--- config.mk ---
export PLATFORM = sky130hd
export DESIGN_NAME = alu_issuer
export DESIGN_NICKNAME = d
export VERILOG_FILES = /design/src/rtl/alu_issuer.sv
export SDC_FILE = /design/constraint.sdc
export NUM_CORES = 1
export LEC_CHECK = 0
export ABC_CLOCK_PERIOD_IN_PS = 3700
export CORE_UTILIZATION = 34
export DETAILED_ROUTE_END_ITERATION = 12
export DONT_BUFFER_PORTS = 1
export GPL_TIMING_DRIVEN = 1
export PLACE_DENSITY = 0.49
export SLEW_MARGIN = 20
export SYNTH_ARGS = -nofsm -noshare
export SYNTH_HDL_FRONTEND = slang
export SYNTH_SLANG_ARGS = --single-unit
export TNS_END_PERCENT = 1
--- constraint.sdc ---
create_clock -name clk -period 3.7 [get_ports clk]
set_input_delay 0.37 -clock clk [delete_from_list [all_inputs] [get_ports clk]]
set_output_delay 0.37 -clock clk [all_outputs]
set_load 0.02 [all_outputs]
--- src/rtl/alu_issuer.sv ---
// Sequencer that latches a host request, drives a bit-serial ALU for a fixed
// number of beats, captures its result and holds it until the host consumes it.
module alu_issuer #(
    parameter int unsigned CNT_W = 8
) (
    input  logic             clk,
    input  logic             rst_n,
    input  logic             req_valid,
    output logic             req_ready,
    input  logic [3:0]       req_a,
    input  logic [3:0]       req_b,
    input  logic [2:0]       req_op,
    output logic [3:0]       alu_a,
    output logic [3:0]       alu_b,
    output logic [2:0]       alu_opcode,
    input  logic [3:0]       alu_c,
    input  logic             alu_carr,
    input  logic             alu_sign,
    input  logic             alu_zero,
    output logic             res_valid,
    input  logic             res_ready,
    output logic [3:0]       res_c,
    output logic             res_carr,
    output logic             res_sign,
    output logic             res_zero,
    output logic             res_err,
    output logic [CNT_W-1:0] op_count
);

    localparam int unsigned DW  = 4;
    localparam int unsigned OPW = 3;
    localparam int unsigned BW  = 2;
    localparam logic [OPW-1:0] OP_PARK  = OPW'(0);
    localparam logic [OPW-1:0] OP_LAST  = OPW'(4);
    localparam logic [BW-1:0]  BEAT_END = BW'(3);

    typedef enum logic [1:0] {
        IDLE,
        ISSUE,
        CAPTURE,
        DONE
    } state_t;

    state_t           state_q, state_d;
    logic [BW-1:0]    beat_q, beat_d;
    logic [OPW-1:0]   op_q, op_d;
    logic [DW-1:0]    alu_a_d, alu_b_d, res_c_d;
    logic [OPW-1:0]   alu_opcode_d;
    logic             res_carr_d, res_sign_d, res_zero_d, res_err_d;
    logic             req_ready_d, res_valid_d;
    logic [CNT_W-1:0] op_count_d;

    // State and output registers
    always_ff @(posedge clk or negedge rst_n) begin
        if (!rst_n) begin
            state_q    <= IDLE;
            beat_q     <= '0;
            op_q       <= '0;
            alu_a      <= '0;
            alu_b      <= '0;
            alu_opcode <= '0;
            res_c      <= '0;
            res_carr   <= 1'b0;
            res_sign   <= 1'b0;
            res_zero   <= 1'b0;
            res_err    <= 1'b0;
            req_ready  <= 1'b1;
            res_valid  <= 1'b0;
            op_count   <= '0;
        end else begin
            state_q    <= state_d;
            beat_q     <= beat_d;
            op_q       <= op_d;
            alu_a      <= alu_a_d;
            alu_b      <= alu_b_d;
            alu_opcode <= alu_opcode_d;
            res_c      <= res_c_d;
            res_carr   <= res_carr_d;
            res_sign   <= res_sign_d;
            res_zero   <= res_zero_d;
            res_err    <= res_err_d;
            req_ready  <= req_ready_d;
            res_valid  <= res_valid_d;
            op_count   <= op_count_d;
        end
    end

    // Next-state and next-output logic
    always_comb begin
        state_d      = state_q;
        beat_d       = beat_q;
        op_d         = op_q;
        alu_a_d      = alu_a;
        alu_b_d      = alu_b;
        alu_opcode_d = alu_opcode;
        res_c_d      = res_c;
        res_carr_d   = res_carr;
        res_sign_d   = res_sign;
        res_zero_d   = res_zero;
        res_err_d    = res_err;
        op_count_d   = op_count;

        case (state_q)
            IDLE: begin
                if (req_valid) begin
                    if (req_op <= OP_LAST) begin
                        state_d      = ISSUE;
                        beat_d       = '0;
                        op_d         = req_op;
                        alu_a_d      = req_a;
                        alu_b_d      = req_b;
                        alu_opcode_d = req_op;
                    end else begin
                        // Illegal opcode: report an error without touching the ALU
                        state_d    = DONE;
                        res_c_d    = '0;
                        res_carr_d = 1'b0;
                        res_sign_d = 1'b0;
                        res_zero_d = 1'b0;
                        res_err_d  = 1'b1;
                    end
                end
            end
            ISSUE: begin
                if (op_q == OP_PARK || beat_q == BEAT_END) begin
                    state_d      = CAPTURE;
                    alu_opcode_d = OP_PARK;
                end else begin
                    beat_d = beat_q + BW'(1);
                end
            end
            CAPTURE: begin
                state_d    = DONE;
                res_c_d    = alu_c;
                res_carr_d = alu_carr;
                res_sign_d = alu_sign;
                res_zero_d = alu_zero;
                res_err_d  = 1'b0;
            end
            DONE: begin
                if (res_ready) begin
                    state_d    = IDLE;
                    op_count_d = op_count + CNT_W'(1);
                end
            end
            default: state_d = IDLE;
        endcase

        req_ready_d = (state_d == IDLE);
        res_valid_d = (state_d == DONE);
    end

endmodule

==> results of run 1 <==
## cells by family (layout without fill, tap and decap cells)
kind of cell | Yosys count | count (layout) | synth area share
compound gates | 25 | 25 | 0.120
xor+xnor | 7 | 7 | 0.0388
fa+ha+maj | 2 | 2 | 0.0158
buf+inv | 5 | 12 | 0.0190
flops | 36 | 36 | 0.571
mux | 9 | 9 | 0.0666
simple gates | 40 | 40 | 0.168
## registers in the layout (all words and copies together), names as in the netlist, 2 cells and up
register    count
alu_a           4
op_q            3
beat_q          2
op_count        8
alu_opcode      3
alu_b           4
res_c           4
state_q         2
## cell type report
cell class,instances,share of cell area
clock buffers,8,0.0517
inverters,2,0.00431
multi-input cells,83,0.371
flip-flops and latches,36,0.518
well taps,52,0.0374
repair buffers,2,0.0172
## stage by stage
| step | hold slack (ns) | utilization | power [mW] | setup WS [ns] | std cells |
|---|---|---|---|---|---|
| 2_1_floorplan | 0.0744 | - | 1.20 | 2.39 | 124 |
| 3_3_place_gp | 0.0759 | 0.367 | 1.27 | 2.18 | 173 |
| 3_5_place_dp | 0.0758 | 0.367 | 1.29 | 2.11 | 173 |
| 4_1_cts | 0.172 | 0.395 | 1.59 | 2.10 | 183 |
| 5_1_grt | 0.185 | 0.395 | 1.67 | 2.04 | 183 |
| 6_report | 0.190 | 0.395 | 1.56 | 2.11 | 183 |
## cell usage in the layout (no fill, tap or decap), drive strengths merged, types with 4 or more instances in the layout
| master | count |
|---|---|
| a21oi | 4 |
| a22o | 8 |
| clkbuf | 8 |
| dfrtp | 35 |
| mux2 | 9 |
| nand2 | 7 |
| nor2 | 7 |
| nor3 | 8 |
| o21ai | 5 |
| xnor2 | 4 |
## metal layers
layer,vias to the layer above,share of wire
met1,504,0.41
met3,7,0.086
li1,468,-
met2,47,0.48
met4,0,0.016
met5,-,0
## worst min path at each step
stage                  endpoint  startpoint
global route          req_ready   req_valid
CTS                   req_ready   req_valid
global placement    op_count[0]       rst_n
finish                req_ready   req_valid
detailed placement  op_count[1]       rst_n
floorplan              alu_a[0]       rst_n
## power by group through the flow
stage          Clock [mW]  Combinational, mW  Sequential (mW)
4_1_cts             0.290              0.384            0.910
2_1_floorplan           0              0.359            0.843
3_3_place_gp            0              0.357            0.913
3_5_place_dp            0              0.371            0.915
6_report            0.279              0.376            0.908
5_1_grt             0.303              0.429            0.934
## worst register-to-register path, delay by kind of cell (launching register included)
family,cells,cell delay [ns]
simple gates,2,0.54
compound gates,1,0.38
flops,1,0.55
==> results.json, run 1 <==
{
  "fp.dieW_um": 70.2,
  "synthFlopType": "dfrtp_1",
  "ff2ff_setup_slack_ns": 2.11,
  "wire_per_inst_um": 17.0,
  "cp.required_ns": 3.86,
  "path_cells": "nor3b_4, nand2_4, a311o_1",
  "setup_violations": 0,
  "post_cts_resize_count": 0,
  "relSlewSlack": 0.646,
  "setup_tns_ns": 0,
  "pwr_density_cell_nw_per_um2": 897,
  "synth_edf_count": 0,
  "crit_start": "state_q[1]",
  "area_growth_pct": 10.3,
  "outcome": "finished clean",
  "skew_ns": 0.00426,
  "rsz0062_at_grt": "false",
  "grt_pass1_wl_mm": 5.11,
  "p_sw_uw": 632,
  "hold_viol": 0,
  "die_h_um": 70.2,
  "crit_slowest_cell": "dfrtp_1",
  "clk_pin_slew_worst_paths_ns": 0.07,
  "vias_per_cell": 5.61,
  "combPwrFrac": 0.241,
  "initial_core_util": 0.358,
  "fin_crit_sh": 0.430,
  "reg2reg_from": "state_q[1]",
  "critical_path_buf_inv_count": 0,
  "critPathMaxFanout": 12,
  "critPathCaptureType": "flop",
  "synthCells": 124,
  "drt_pass1_iterations": 4,
  "swShare": 0.405,
  "drc_errors": 0,
  "reg2regPathDepth": 3,
  "yosysUniqueCellTypes": 42,
  "avgSynthCellArea_um2": 12.7,
  "tightest_slew_ns": 0.530,
  "sequentialPowerShare": 0.581,
  "holdPathStages": 1,
  "path_class": "flop to flop",
  "postCtsHoldBufs": 2,
  "yosysSeqAreaShare": 0.571,
  "grt.total_usage": 0.137,
  "final_max_slew_viol_count": 0,
  "synth_area_um2": 1580,
  "clockBufferDepth": 2,
  "finalCriticalPeriod_ns": 1.59,
  "drv_cap": 0,
  "routed_wl_mm": 3.12,
  "ctsRootBufferMaster": "clkbuf_8",
  "use_met2": 0.205,
  "grt-busiest-layer": "met2",
  "met3_usage": 0.0736,
  "clk_latency_ns": 0.28,
  "drive_above_1_share": 0.214,
  "timing.fmax_ghz": 0.629,
  "multi_input_area_um2": 647,
  "async_flop_share": 1.00,
  "port_buffers": 0,
  "cts_tree": "done",
  "n_fill_cell": 428,
  "post_dp_cell_area_um2": 1620,
  "cts_sinks": 36,
  "cp.arrival_ns": 1.75,
  "cts_setup_buffers": 0,
  "via_count": 1026,
  "seqCellArea_um2": 902,
  "numCtsBuffers": 5,
  "antenna_found_initial": 0,
  "grt_pass1_vias": 1024,
  "netlist_top_cells_count": "dfrtp_1, mux2_2, nor3_1, a22o_1, nor2_1",
  "place_congestion": 0.748,
  "r2r-end": "alu_opcode[2]",
  "nNetsFinal": 154,
  "min_path_type": "primary input to flop",
  "antenna_cells": 0,
  "clkPwrFrac": 0.178,
  "use_met1": 0.167,
  "ys_ff_latch": 36,
  "grt_overflow_total": 0,
  "syn_nets": 148,
  "yosysWarnings": 0,
  "p_int_uw": 930,
  "dp_hpwl_mm": 2.26,
  "synth_most_common_cell": "dfrtp_1",
  "crit_cells": 3,
  "drtIter0Drc": 28,
  "cts_htree_levels": 2,
  "core_um2": 4410,
  "critPathMaxStageDelay_ns": 0.55,
  "crit_end": "alu_opcode[2]",
  "grt_max_degree": 37,
  "die_area_um2": 4920,
  "placementRows": 24,
  "synth_top_area_cell": "dfrtp_1",
  "cp_top_family": "flip-flops",
  "synthTopCellsByArea": "dfrtp_1, mux2_2, a22o_1",
  "cp-start-kind": "flop",
  "max-vdd-ir-drop_uv": 367,
  "design_area_um2": 1740,
  "drtAntennaViolNets": 0,
  "ios": 51,
  "synth.top_cell.area_share": 0.555,
  "leakagePower_nw": 0.782
}
Note: power is estimated with default switching activity, not from simulation.
==> run 2, diff against run 1 <==
--- a/config.mk
+++ b/config.mk
@@ -5,12 +5,12 @@
 export SDC_FILE = /design/constraint.sdc
 export NUM_CORES = 1
 export LEC_CHECK = 0
-export ABC_CLOCK_PERIOD_IN_PS = 3700
+export ABC_CLOCK_PERIOD_IN_PS = 1370
 export CORE_UTILIZATION = 34
 export DETAILED_ROUTE_END_ITERATION = 12
 export DONT_BUFFER_PORTS = 1
 export GPL_TIMING_DRIVEN = 1
-export PLACE_DENSITY = 0.49
+export PLACE_DENSITY = 0.51
 export SLEW_MARGIN = 20
 export SYNTH_ARGS = -nofsm -noshare
 export SYNTH_HDL_FRONTEND = slang
==> constraint.sdc (replaced) <==
create_clock -name clk -period 1.37 [get_ports clk]
set_input_delay 0.137 -clock clk [delete_from_list [all_inputs] [get_ports clk]]
set_output_delay 0.137 -clock clk [all_outputs]
set_load 0.02 [all_outputs]
==> run 2 against run 1 <==
Net effect:
- global-route usage up 0.84 points
- critical path depth up 1
- the run now ends with setup timing left
- critical path type unchanged
- cell area up 20%
- cell count up 19%
- core utilization up 8.1 points
- critical endpoint unchanged
==> results.json, run 2 (same netlist as run 1, synthesis figures left out) <==
{
  "critPathMaxStageDelay_ns": 0.45,
  "cts_htree_levels": 2,
  "clockBufferDepth": 2,
  "reg2regPathDepth": 4,
  "dp_hpwl_mm": 2.27,
  "die_h_um": 70.2,
  "crit_start": "state_q[1]",
  "outcome": "complete, but fails checks",
  "antenna_found_initial": 0,
  "final_cell_mix": "dfrtp_1, dlygate4sd3_1, buf_4",
  "worst_hold_slack_ns": 0.0120,
  "grt_overflow_total": 0,
  "critPathMaxFanout": 6,
  "nNetsFinal": 188,
  "cp.arrival_ns": 1.56,
  "path_class": "flop to flop",
  "min_path_type": "primary input to flop",
  "post_dp_cell_area_um2": 1710,
  "antenna_cells": 0,
  "crit_end": "alu_opcode[2]",
  "dp_cells": 185,
  "ios": 51,
  "numCtsBuffers": 5,
  "core_um2": 4410,
  "clk_latency_ns": 0.28,
  "drtAntennaViolNets": 0,
  "rsz0062_at_grt": "true",
  "drtIter0Drc": 30,
  "wire_per_inst_um": 15.6,
  "critical_path_buf_inv_count": 1,
  "drt_pass1_iterations": 4,
  "design_area_um2": 2100,
  "drv_cap": 0,
  "grt_pass1_wl_mm": 5.45,
  "place_congestion": 0.767,
  "ctsRootBufferMaster": "clkbuf_8",
  "cp_top_family": "flip-flops",
  "leakagePower_nw": 0.956,
  "cts_tree": "done",
  "met3_usage": 0.0505,
  "fin_cells": 217,
  "finish.utilization": 0.475,
  "setup_tns_ns": -0.0163,
  "max-vdd-ir-drop_uv": 1020,
  "grt_pass1_vias": 1166,
  "use_met2": 0.248,
  "initial_core_util": 0.358,
  "drc_errors": 0,
  "violations": "setup timing",
  "final_max_slew_viol_count": 0,
  "path_cells": "nor3b_4, buf_6, nand2_4, a311o_1",
  "port_buffers": 0,
  "largest_reg_flops": 8,
  "grt.total_usage": 0.146,
  "crit_slowest_cell": "dfrtp_2",
  "setup_violations": 1,
  "crit_cells": 4,
  "routed_wl_mm": 3.38,
  "ff2ff_setup_slack_ns": -0.02,
  "use_met1": 0.169,
  "vias_per_cell": 5.07,
  "hold_viol": 0,
  "tightest_slew_ns": 0.394,
  "clk_pin_slew_worst_paths_ns": 0.07,
  "cp.required_ns": 1.54,
  "final_common_cell": "dfrtp_1",
  "drive_above_1_share": 0.321,
  "placementRows": 24,
  "fin_ws_ns": -0.0163,
  "cp-start-kind": "flop",
  "via_count": 1101,
  "pwr_density_cell_nw_per_um2": 2310,
  "fp.dieW_um": 70.2,
  "grt-busiest-layer": "met2",
  "skew_ns": 0.00154,
  "hp-start": "req_b[2]",
  "r2r-end": "alu_opcode[2]",
  "top_register": "op_count",
  "total_power_mw": 4.84,
  "reg2reg_from": "state_q[1]",
  "area_growth_pct": 32.9,
  "critPathCaptureType": "flop",
  "cts_sinks": 36,
  "dp_slack_ns": -0.0358,
  "fin_crit_sh": 1.01,
  "relSlewSlack": 0.738,
  "finalCriticalPeriod_ns": 1.39,
  "die_area_um2": 4920,
  "timing.fmax_ghz": 0.721,
  "grt_max_degree": 37
}
[run 2: cell types whose count changed in the layout (fill, tap and decap cells not counted), sizes merged]
cell | before | now
clkbuf | 8 | 7
buf | 1 | 18
bufinv | 0 | 1
nand2 | 7 | 8
dlygate4sd3 | 1 | 17
[run 2: metal layers]
layer	wire, um	share of wire
met1	1400	0.41
met4	46	0.014
met3	218	0.064
met2	1720	0.51
met5	0	0
[run 2: repair_timing]
item	CTS	global route
gates cloned	0	1
endpoints found under the setup margin	1	7
pin swaps	2	6
setup buffers	2	4
resized for setup	2	8
hold buffers	18	0
endpoints found under the hold margin	52	0
[run 2: worst register-to-register path, delay by kind of cell, from the launching register on]
family | cells | cell delay [ns]
flops | 1 | 0.45
simple gates | 2 | 0.33
compound gates | 1 | 0.33
buf+inv | 1 | 0.15
[run 2: layout make-up]
type	count	area [um2]
Fill cell	391	2320
Inverter	2	7.51
Multi-Input combinational cell	84	674
Clock buffer	7	96.3
Sequential cell	36	903
Clock inverter	1	30.0
Tap cell	52	65.1
Timing Repair Buffer	35	322
[run 2: worst min path at each step]
stage	endpoint	cells after the start
global placement	op_q[0]	0
global route	alu_b[2]	1
finish	alu_b[2]	1
detailed placement	op_count[2]	0
CTS	alu_opcode[1]	2
floorplan	alu_a[0]	0
[run 2: power breakdown]
part           switching [mW]  internal [mW]  leakage (nW)
logic                   0.673          0.833         0.455
clock network           0.379          0.642        0.0645
registers               0.772           1.54         0.436
